$ cat src/rtl/ifetch_pkg.sv
// Shared encodings for the instruction-fetch sequencing controller:
// next-PC select codes, FSM states and the redirect priority ranking.
package ifetch_pkg;

  localparam logic [2:0] SEL_SEQ  = 3'd0;
  localparam logic [2:0] SEL_IFBR = 3'd1;
  localparam logic [2:0] SEL_J    = 3'd2;
  localparam logic [2:0] SEL_JR   = 3'd3;
  localparam logic [2:0] SEL_NBR  = 3'd4;
  localparam logic [2:0] SEL_INT  = 3'd5;

  typedef enum logic {
    RUN  = 1'b0,
    WAIT = 1'b1
  } state_t;

  // Rank used when deciding whether a new redirect displaces a pending one.
  function automatic logic [2:0] sel_prio(input logic [2:0] sel);
    logic [2:0] rank;
    case (sel)
      SEL_INT:  rank = 3'd5;
      SEL_NBR:  rank = 3'd4;
      SEL_JR:   rank = 3'd3;
      SEL_J:    rank = 3'd2;
      SEL_IFBR: rank = 3'd1;
      default:  rank = 3'd0;
    endcase
    return rank;
  endfunction

endpackage

$ cat src/rtl/redirect_prio_enc.sv
// Combinational priority encoder from the redirect request bits to a
// next-PC select code; valid=0 means plain sequential fetch.
module redirect_prio_enc
  import ifetch_pkg::*;
(
  input  logic       cp0_req,
  input  logic       n_branch,
  input  logic       jr,
  input  logic       j,
  input  logic       if_branch,
  output logic       valid,
  output logic [2:0] sel
);

  always_comb begin
    valid = 1'b1;
    sel   = SEL_SEQ;
    if (cp0_req)        sel = SEL_INT;
    else if (n_branch)  sel = SEL_NBR;
    else if (jr)        sel = SEL_JR;
    else if (j)         sel = SEL_J;
    else if (if_branch) sel = SEL_IFBR;
    else                valid = 1'b0;
  end

endmodule

$ cat src/rtl/ifetch_ctrl.sv
// Instruction-fetch sequencing controller: next-PC arbitration, ROM wait
// states, load-use stalls and pipeline flush/hold generation.
module ifetch_ctrl
  import ifetch_pkg::*;
#(
  parameter int ROM_WAIT = 0,
  parameter int CNT_W    = 4
) (
  input  logic       clock,
  input  logic       reset,
  input  logic       cp0_wen,
  input  logic       back_from_eret,
  input  logic       n_branch,
  input  logic       jr,
  input  logic       j,
  input  logic       if_branch,
  input  logic       load_use,
  output logic       pc_write,
  output logic [2:0] npc_sel,
  output logic       ifid_write,
  output logic       ifid_flush,
  output logic       idex_flush,
  output logic       if_back_from_eret,
  output logic       busy
);

  localparam bit HAS_WAIT = (ROM_WAIT > 0);
  localparam logic [CNT_W-1:0] WAIT_INIT =
    HAS_WAIT ? CNT_W'(ROM_WAIT - 1) : {CNT_W{1'b0}};

  state_t           state_reg;
  logic [CNT_W-1:0] wait_cnt_reg;
  logic [2:0]       pend_sel_reg;
  logic             pend_v_reg;
  logic             back_eret_reg;

  logic             req_valid;
  logic [2:0]       req_sel;
  logic [2:0]       run_sel;
  logic             req_beats_pend;

  redirect_prio_enc u_prio (
    .cp0_req   (cp0_wen),
    .n_branch  (n_branch),
    .jr        (jr),
    .j         (j),
    .if_branch (if_branch),
    .valid     (req_valid),
    .sel       (req_sel)
  );

  assign req_beats_pend = sel_prio(req_sel) > sel_prio(pend_sel_reg);
  // A live request only displaces the pending entry if strictly higher ranked.
  assign run_sel = (pend_v_reg && !req_beats_pend) ? pend_sel_reg : req_sel;
  assign if_back_from_eret = back_eret_reg;

  always_comb begin
    pc_write   = 1'b0;
    npc_sel    = SEL_SEQ;
    ifid_write = 1'b0;
    ifid_flush = 1'b0;
    idex_flush = 1'b0;
    busy       = 1'b0;
    if (!reset) begin
      busy = (state_reg == WAIT);
      if (cp0_wen) begin
        pc_write   = 1'b1;
        ifid_write = 1'b1;
        npc_sel    = SEL_INT;
        ifid_flush = 1'b1;
        idex_flush = 1'b1;
      end else if (state_reg == RUN) begin
        if (load_use) begin
          idex_flush = 1'b1;
        end else begin
          pc_write   = 1'b1;
          ifid_write = 1'b1;
          npc_sel    = run_sel;
          ifid_flush = (run_sel == SEL_NBR) || (run_sel == SEL_JR) ||
                       (run_sel == SEL_J);
        end
      end
    end
  end

  always_ff @(posedge clock) begin
    if (reset) begin
      state_reg     <= RUN;
      wait_cnt_reg  <= '0;
      pend_sel_reg  <= SEL_SEQ;
      pend_v_reg    <= 1'b0;
      back_eret_reg <= 1'b0;
    end else begin
      back_eret_reg <= back_from_eret;
      if (cp0_wen) begin
        pend_v_reg   <= 1'b0;
        pend_sel_reg <= SEL_SEQ;
        state_reg    <= HAS_WAIT ? WAIT : RUN;
        wait_cnt_reg <= WAIT_INIT;
      end else begin
        case (state_reg)
          RUN: begin
            // A stalled cycle leaves any pending redirect in place.
            if (!load_use) begin
              pend_v_reg   <= 1'b0;
              pend_sel_reg <= SEL_SEQ;
              if (HAS_WAIT) begin
                state_reg    <= WAIT;
                wait_cnt_reg <= WAIT_INIT;
              end
            end
          end
          WAIT: begin
            if (wait_cnt_reg == '0) begin
              state_reg <= RUN;
            end else begin
              wait_cnt_reg <= wait_cnt_reg - 1'b1;
            end
            if (!load_use && req_valid && (!pend_v_reg || req_beats_pend)) begin
              pend_v_reg   <= 1'b1;
              pend_sel_reg <= req_sel;
            end
          end
          default: state_reg <= RUN;
        endcase
      end
    end
  end

endmodule
$ cat config.mk
export PLATFORM = sky130hd
export DESIGN_NAME = ifetch_ctrl
export DESIGN_NICKNAME = d
export VERILOG_FILES = /design/src/rtl/ifetch_pkg.sv /design/src/rtl/redirect_prio_enc.sv /design/src/rtl/ifetch_ctrl.sv
export SDC_FILE = /design/constraint.sdc
export NUM_CORES = 1
export LEC_CHECK = 0
export ABC_AREA = 1
export ABC_CLOCK_PERIOD_IN_PS = 6050
export CAP_MARGIN = 20
export CORE_MARGIN = 4
export CORE_UTILIZATION = 50
export CTS_BUF_LIST = sky130_fd_sc_hd__clkbuf_4 sky130_fd_sc_hd__clkbuf_8 sky130_fd_sc_hd__clkbuf_16
export DETAILED_ROUTE_END_ITERATION = 6
export PLACE_DENSITY_LB_ADDON = 0.12
export REMOVE_ABC_BUFFERS = 1
export SETUP_SLACK_MARGIN = 0.15
export SLEW_MARGIN = 10
export SYNTH_ARGS = -nofsm -noshare
export SYNTH_HDL_FRONTEND = slang
export SYNTH_SLANG_ARGS = --single-unit
$ cat constraint.sdc
create_clock -name clock -period 6.05 [get_ports clock]
set_input_delay 1.21 -clock clock [delete_from_list [all_inputs] [get_ports clock]]
set_output_delay 1.21 -clock clock [all_outputs]
set_load 0.01 [all_outputs]
==> reports/metrics.yaml, run 1 <==
outcome:
  status: "completed"
critical_path:
  setup.worst_path.start_class: "primary input"
  reg2reg_to: "pend_v_reg"
  critPathKind: "in -> out"
  timing.critical_path.fanout_max: 5
  worst_ep_required_time_ns: 4.84
  endpoint_kind: "output pin"
  ff2ff_path_depth: 12
  regToRegSetupSlack_ns: 4.35
  worst_ep_arrival_time_ns: 3.80
  crit-reg2reg-launch: "pend_sel_reg[1]"
power_and_ir_drop:
  power.net_switching_mw: 0.04083
  p_int_mw: 0.1178
  peakVddDrop_v: 0.0001086
  share_of_power_burned_in_combinational_logic: 0.194
  clkPwrFrac: 0.388
  static-leakage-power_nw: 0.4267
  powerDensity_mw_per_mm2: 171.6
  seq_power_share: 0.417
  post-layout-total-power_mw: 0.1586
  swShare: 0.2574
clocking:
  hold_buffers: 0
  cts_buffer_depth: 2
  cts_repair_resize_count: 0
  post-cts-setup-buffers: 0
  clock-sinks: 10
  clock_insertion_delay_worst_skew_ns: 0.28
  tritoncts: "done"
  htree_num_levels: 1
  clkSlewWorstSetupHoldPaths_ns: 0.06
  cts_root_buf: "sky130_fd_sc_hd__clkbuf_4"
  tritoncts.num_buffers: 3
timing:
  layout_worst_path_cycle_share: 0.8281
  worst_pin_slew_ns: 0.3635
  finalSetupTns_ns: 0
  fin_worst_skew_ns: 0.0007087
  worst_hold_slack_ns: 0.4727
  unrepaired_setup_endpoints_after_global_routing: "false"
  max-slew-margin-rel: 0.7576
  max_transition_viols_final: 0
  hold_viol: 0
  setup_violations: 0
  achievable-frequency_ghz: 0.1996
  final.min_clock_period_ns: 5.010
global_route:
  number_of_global_route_vias_before_repair: 652
  grt_use_total: 0.1748
  global_route.overflow_total: 0
  largest_net_degree_at_the_start_of_global_routing: 9
  grt_first_pass_wirelength_um: 2546
  grt_antenna_before_repair: 0
synthesis:
  yosysWarnings: 0
  seq_area_frac_synth: 0.2832
  yosys_register_bits: 10
  syn-instance-count: 107
  syn_avg_cell_area_sq_um: 6.607
  count_of_different_cell_masters_after_synthesis: 21
  synth.cell_area_sq_um: 706.9
placed_design:
  port-buffer-count: 17
  gp_congestion: 0.8903
  hpwlAfterDp_um: 1279
worst_hold_path:
  worstHoldPathCells: 2
  holdPathEnd: "wait_cnt_reg[0]"
  hp-class: "reg -> reg"
  min-delay-start: "wait_cnt_reg[0]"
cells_and_area:
  largest_register_ff_count: 4
  final_layout_size_suffix_gt1_frac: 0.1102
  area_delta_synth_final_pct: 30.80
  net_count_reported_at_finish: 141
  nFillCells: 115
  antenna_cells: 0
  area_of_the_multi_input_gates_sq_um: 409.1
  final-seq-area_sq_um: 200.2
routing:
  avgViaCountPerCell: 5.239
  firstDrtPassIters: 4
  detailroute.via_count: 744
  detail_route.iter0.violations: 21
  wl_per_cell_um: 11.37
  routed_wirelength_um: 1615
  drc: 0
  antenna_left: 0
floorplanning:
  design.die.area_sq_mm: 0.002079
  num_rows: 13
  die_y_um: 45.60
  io_pins: 18
  initial_core_util: 0.5366
  core_region_area_sq_mm: 0.001318
  x_dimension_of_the_die_um: 45.60
run:
  maxCapViolCount: 0
## kinds of logic (layout without fill, tap and decap cells)
| family | after synthesis | count (layout) | synth area share |
|---|---|---|---|
| compound gates | 19 | 19 | 0.1912 |
| flops | 10 | 10 | 0.2832 |
| simple gates | 49 | 49 | 0.3168 |
| buf+inv | 25 | 45 | 0.1381 |
| fa+ha+maj | 4 | 4 | 0.07080 |
## layout by cell type, fill, tap and decap left out
| master | count |
|---|---|
| sky130_fd_sc_hd__ha_1 | 4 |
| sky130_fd_sc_hd__nor3b_1 | 1 |
| sky130_fd_sc_hd__nand2_4 | 1 |
| sky130_fd_sc_hd__inv_1 | 22 |
| sky130_fd_sc_hd__nor2_1 | 7 |
| sky130_fd_sc_hd__nand3_1 | 9 |
| sky130_fd_sc_hd__o21ai_0 | 2 |
| sky130_fd_sc_hd__clkbuf_8 | 1 |
| sky130_fd_sc_hd__inv_2 | 2 |
| sky130_fd_sc_hd__a31oi_4 | 1 |
| sky130_fd_sc_hd__clkdlybuf4s50_1 | 17 |
| sky130_fd_sc_hd__clkbuf_4 | 3 |
| sky130_fd_sc_hd__a21o_1 | 1 |
| sky130_fd_sc_hd__o21bai_1 | 1 |
| sky130_fd_sc_hd__a21oi_1 | 12 |
| sky130_fd_sc_hd__dfxtp_1 | 10 |
| sky130_fd_sc_hd__nand2_1 | 23 |
| sky130_fd_sc_hd__nor2_2 | 1 |
| sky130_fd_sc_hd__o211ai_4 | 1 |
| sky130_fd_sc_hd__nor3_1 | 2 |
| sky130_fd_sc_hd__a211oi_1 | 1 |
| sky130_fd_sc_hd__nand2_2 | 4 |
| sky130_fd_sc_hd__or2_1 | 1 |
## critical path: stages
cell and delay, ns:
sky130_fd_sc_hd__clkdlybuf4s50_1 0.54, sky130_fd_sc_hd__inv_2 0.09, sky130_fd_sc_hd__nand2_2 0.12, sky130_fd_sc_hd__inv_2 0.06, sky130_fd_sc_hd__nand2_1 0.07, sky130_fd_sc_hd__inv_1 0.06, sky130_fd_sc_hd__ha_1 0.30, sky130_fd_sc_hd__nand3_1 0.08
sky130_fd_sc_hd__nand2_1 0.06, sky130_fd_sc_hd__nand2_2 0.11, sky130_fd_sc_hd__nand2_4 0.08, sky130_fd_sc_hd__nand2_1 0.07, sky130_fd_sc_hd__nand2_1 0.06, sky130_fd_sc_hd__a21oi_1 0.15, sky130_fd_sc_hd__nand2_1 0.07, sky130_fd_sc_hd__a21oi_1 0.12
sky130_fd_sc_hd__clkdlybuf4s50_1 0.55
## routing by layer
metal  global-route usage  part of all wire  vias up
li1                     -                 -      375
met4               0.1053             0.026        0
met1               0.1770              0.39      326
met2               0.2897              0.44       37
met5                    0                 0        -
met3              0.07905              0.15        6
## synthesized netlist by cell type, drive strengths merged
master / n / area share
inv: 24 / 0.13
nor3: 2 / 0.014
nor3b: 1 / 0.011
ha: 4 / 0.071
a31oi: 1 / 0.030
dfxtp: 10 / 0.28
o211ai: 1 / 0.030
nor2: 8 / 0.046
a211oi: 1 / 0.011
or2: 1 / 0.0089
o21ai: 2 / 0.014
nand2: 28 / 0.17
o21bai: 1 / 0.011
a21oi: 12 / 0.085
a21o: 1 / 0.011
nand3: 9 / 0.064
buf: 1 / 0.011
## area by class of cell
class | count | share of cell area
Sequential cell | 10 | 0.2165
Tap cell | 15 | 0.02030
Clock buffer | 4 | 0.03924
Multi-Input combinational cell | 72 | 0.4425
Timing Repair Buffer | 17 | 0.1840
Inverter | 24 | 0.09743
## power by group through the flow
stage / Combinational [mW] / Sequential (mW) / Clock [mW]
finish: 0.0308 / 0.0662 / 0.0616
global route: 0.0334 / 0.0662 / 0.0669
CTS: 0.0309 / 0.0662 / 0.0625
detailed placement: 0.0307 / 0.0677 / 0
global placement: 0.0300 / 0.0677 / 0
floorplan: 0.0153 / 0.0679 / 0
## how the worst max path moves through the flow
stage / startpoint / end / slack (ns) / depth (start not counted)
2_1_floorplan: j / ifid_flush / 2.13 / 13
3_3_place_gp: cp0_wen / ifid_flush / 1.11 / 17
3_5_place_dp: cp0_wen / ifid_flush / 1.06 / 17
4_1_cts: cp0_wen / ifid_flush / 1.04 / 17
5_1_grt: cp0_wen / ifid_flush / 0.88 / 17
6_report: cp0_wen / ifid_flush / 1.04 / 17
## stage by stage
| stage | util | instance area (sq um) | cells | worst slack, ns |
|---|---|---|---|---|
| 2_1_floorplan | - | 699.4 | 106 | 2.134 |
| 3_3_place_gp | 0.6743 | 888.4 | 138 | 1.111 |
| 3_5_place_dp | 0.6743 | 888.4 | 138 | 1.057 |
| 4_1_cts | 0.7018 | 924.6 | 142 | 1.041 |
| 5_1_grt | 0.7018 | 924.6 | 142 | 0.8770 |
| 6_report | 0.7018 | 924.6 | 142 | 1.040 |
(Power assumes the default switching activity.)
==> inputs of run 2 (changes only) <==
--- a/config.mk
+++ b/config.mk
@@ -6,10 +6,10 @@
 export NUM_CORES = 1
 export LEC_CHECK = 0
 export ABC_AREA = 1
-export ABC_CLOCK_PERIOD_IN_PS = 6050
+export ABC_CLOCK_PERIOD_IN_PS = 4800
 export CAP_MARGIN = 20
 export CORE_MARGIN = 4
-export CORE_UTILIZATION = 50
+export CORE_UTILIZATION = 47
 export CTS_BUF_LIST = sky130_fd_sc_hd__clkbuf_4 sky130_fd_sc_hd__clkbuf_8 sky130_fd_sc_hd__clkbuf_16
 export DETAILED_ROUTE_END_ITERATION = 6
 export PLACE_DENSITY_LB_ADDON = 0.12
==> constraint.sdc (replaced) <==
create_clock -name clock -period 4.8 [get_ports clock]
set_input_delay 0.96 -clock clock [delete_from_list [all_inputs] [get_ports clock]]
set_output_delay 0.96 -clock clock [all_outputs]
set_load 0.01 [all_outputs]
==> run 2 against run 1 <==
- total power grew 25%
- clock power grew 24%
- combinational power grew 23%
- setup slack lost 0.58 ns
- sequential power grew 26%
- non-clock buffer count is the same
- critical endpoint is now npc_sel[1]
- largest power group unchanged
==> reports/metrics.yaml, run 2 (same netlist as run 1, synthesis figures left out) <==
floorplanning:
  initial_core_util: 0.5174  # -0.01916
  die_y_um: 46.78  # +2.6%
  io_pins: 18  # unchanged
  core_region_area_sq_mm: 0.001366  # +3.7%
  x_dimension_of_the_die_um: 46.78  # +2.6%
  num_rows: 13  # unchanged
  design.die.area_sq_mm: 0.002188  # +5.2%
critical_path:
  reg2reg_to: "pend_v_reg"
  timing.critical_path.fanout_max: 5  # unchanged
  critical_path.max_stage_delay_ns: 0.57  # +0.02 ns
  endpoint_kind: "output pin"
  ff2ff_path_depth: 12  # unchanged
  timing.critical_path.max_delay_family: "buffers and inverters"
  regToRegSetupSlack_ns: 3.11  # -1.24 ns
  setup.worst_path.start_class: "primary input"
  path_cells: "clkdlybuf4s50_1 -> inv_2 -> nand2_2 -> inv_2 -> nand2_1 -> inv_1 -> ha_1 -> nand3_1 -> nand2_1 -> nand2_2 -> nand2_4 -> nand2_1 -> nand2_2 -> nor3_1 -> clkdlybuf4s50_1"
  worst_ep_required_time_ns: 3.84  # -1.00 ns
  critPathKind: "in -> out"
  crit-reg2reg-launch: "pend_sel_reg[1]"
  critical_path_buf_inv_count: 5  # unchanged
  worst_ep_arrival_time_ns: 3.38  # -0.42 ns
  critical-path-slowest-cell: "sky130_fd_sc_hd__clkdlybuf4s50_1"
clocking:
  tritoncts: "done"
  cts_buffer_depth: 2  # unchanged
  clkSlewWorstSetupHoldPaths_ns: 0.07  # about the same
  clock-sinks: 10  # unchanged
  htree_num_levels: 1  # unchanged
  tritoncts.num_buffers: 3  # unchanged
  clock_insertion_delay_worst_skew_ns: 0.27  # about the same
  cts_root_buf: "sky130_fd_sc_hd__clkbuf_4"
routing:
  firstDrtPassIters: 4  # unchanged
  routed_wirelength_um: 1452  # -10%
  drc: 0  # unchanged
  antenna_left: 0  # unchanged
  detailroute.via_count: 694  # -6.7%
  wl_per_cell_um: 10.23  # -10%
  detail_route.iter0.violations: 11  # -48%
  avgViaCountPerCell: 4.887  # -6.7%
global_route:
  number_of_global_route_vias_before_repair: 603  # -7.5%
  grt_first_pass_wirelength_um: 2421  # -4.9%
  grt_use_total: 0.1528  # -0.02199
  grt_antenna_before_repair: 0  # unchanged
  global_route.overflow_total: 0  # unchanged
  largest_net_degree_at_the_start_of_global_routing: 9  # unchanged
power_and_ir_drop:
  peakVddDrop_v: 0.0001384  # +27%
  static-leakage-power_nw: 0.4398  # +3.1%
  powerDensity_mw_per_mm2: 213.2  # +24%
cells_and_area:
  final_core_utilization: 0.6786  # -0.02323
  area_delta_synth_final_pct: 31.15
  net_count_reported_at_finish: 141  # unchanged
  largest_register_ff_count: 4  # unchanged
  antenna_cells: 0  # unchanged
  mostFrequentLayoutCell: "sky130_fd_sc_hd__nand2_1"
  final_layout_size_suffix_gt1_frac: 0.1102  # unchanged
  most-common-layout-cells: "23 x sky130_fd_sc_hd__nand2_1, 22 x sky130_fd_sc_hd__inv_1, 16 x sky130_fd_sc_hd__clkdlybuf4s50_1"
  final_area_sq_um: 927.1  # +0.27%
  nFillCells: 134  # +17%
placed_design:
  detailed_place.area_sq_um: 888.4  # unchanged
  dp_worst_setup_slack_ns: 0.3513  # -0.7052 ns
  port-buffer-count: 17  # unchanged
  hpwlAfterDp_um: 1160  # -9.3%
  gp_congestion: 0.8144  # -8.5%
timing:
  postLayoutSetupSlackWorst_ns: 0.4641  # -0.5760 ns
  achievable-frequency_ghz: 0.2306
  unrepaired_setup_endpoints_after_global_routing: "false"
  setup_violations: 0  # unchanged
  fin_worst_skew_ns: 0.009865  # +0.009157 ns
  finalSetupTns_ns: 0  # unchanged
  final.min_clock_period_ns: 4.336
  max_transition_viols_final: 0  # unchanged
  max-slew-margin-rel: 0.7755  # +0.01786
  worst_pin_slew_ns: 0.3368  # -0.02679 ns
  layout_worst_path_cycle_share: 0.9033
  hold_viol: 0  # unchanged
worst_hold_path:
  min-delay-start: "wait_cnt_reg[0]"
  worstHoldPathCells: 2  # unchanged
  hp-class: "reg -> reg"
  holdPathEnd: "wait_cnt_reg[0]"
run:
  maxCapViolCount: 0  # unchanged
outcome:
  status: "completed"
[run 2: worst reg2reg max path: stages (launching register included)]
cell and delay (ns):
sky130_fd_sc_hd__dfxtp_1 0.34, sky130_fd_sc_hd__inv_1 0.08, sky130_fd_sc_hd__nand2_1 0.05, sky130_fd_sc_hd__ha_1 0.30, sky130_fd_sc_hd__a21oi_1 0.13, sky130_fd_sc_hd__nand2_1 0.08
sky130_fd_sc_hd__nand2_2 0.11, sky130_fd_sc_hd__nand2_4 0.08, sky130_fd_sc_hd__o211ai_4 0.10, sky130_fd_sc_hd__nor2_2 0.08, sky130_fd_sc_hd__a21o_1 0.15, sky130_fd_sc_hd__nand2_1 0.05
sky130_fd_sc_hd__inv_1 0.04
[run 2: worst max path at each step]
stage	start	endpoint	cells past startpoint
after detailed placement	cp0_wen	ifid_flush	17
after CTS	cp0_wen	ifid_flush	17
final	cp0_wen	npc_sel[1]	15
after floorplan	j	ifid_flush	13
after global routing	cp0_wen	npc_sel[2]	17
after global placement	cp0_wen	ifid_flush	17
[run 2: routing by layer]
layer	wire length, um	part of all wire	vias up	global-route usage
li1	-	-	376	-
met1	678	0.47	287	0.1968
met2	582	0.40	29	0.2385
met3	186	0.13	2	0.06513
met4	4	0.0028	0	0.03315
met5	0	0	-	0
[run 2: stage by stage]
step | instances | hold WS, ns | power (mW)
after floorplan | 106 | 0.4392 | 0.1050
after global placement | 138 | 0.4511 | 0.1233
after detailed placement | 138 | 0.4691 | 0.1233
after CTS | 142 | 0.4795 | 0.1994
after global routing | 142 | 0.4878 | 0.2090
final | 142 | 0.4810 | 0.1977
[run 2: area by class of cell]
type                    count  area (sq um)  share of cell area
multi-input cells          72         409.1              0.4413
repair buffers             17         172.7              0.1862
well taps                  15         18.77             0.02024
inverters                  24         90.09             0.09717
clock buffers               4         36.28             0.03914
flip-flops and latches     10         200.2              0.2159
[run 2: power breakdown]
part | switching, mW | internal (mW) | total, mW
Sequential | 0.000103 | 0.0834 | 0.0835
Combinational | 0.0192 | 0.0187 | 0.0379
Clock | 0.0303 | 0.0461 | 0.0764
[run 2: timing repair]
item	4_1_cts	5_1_grt
buffers inserted	0	0
setup endpoints to repair	0	1
resized for setup	0	1
hold buffers	0	0
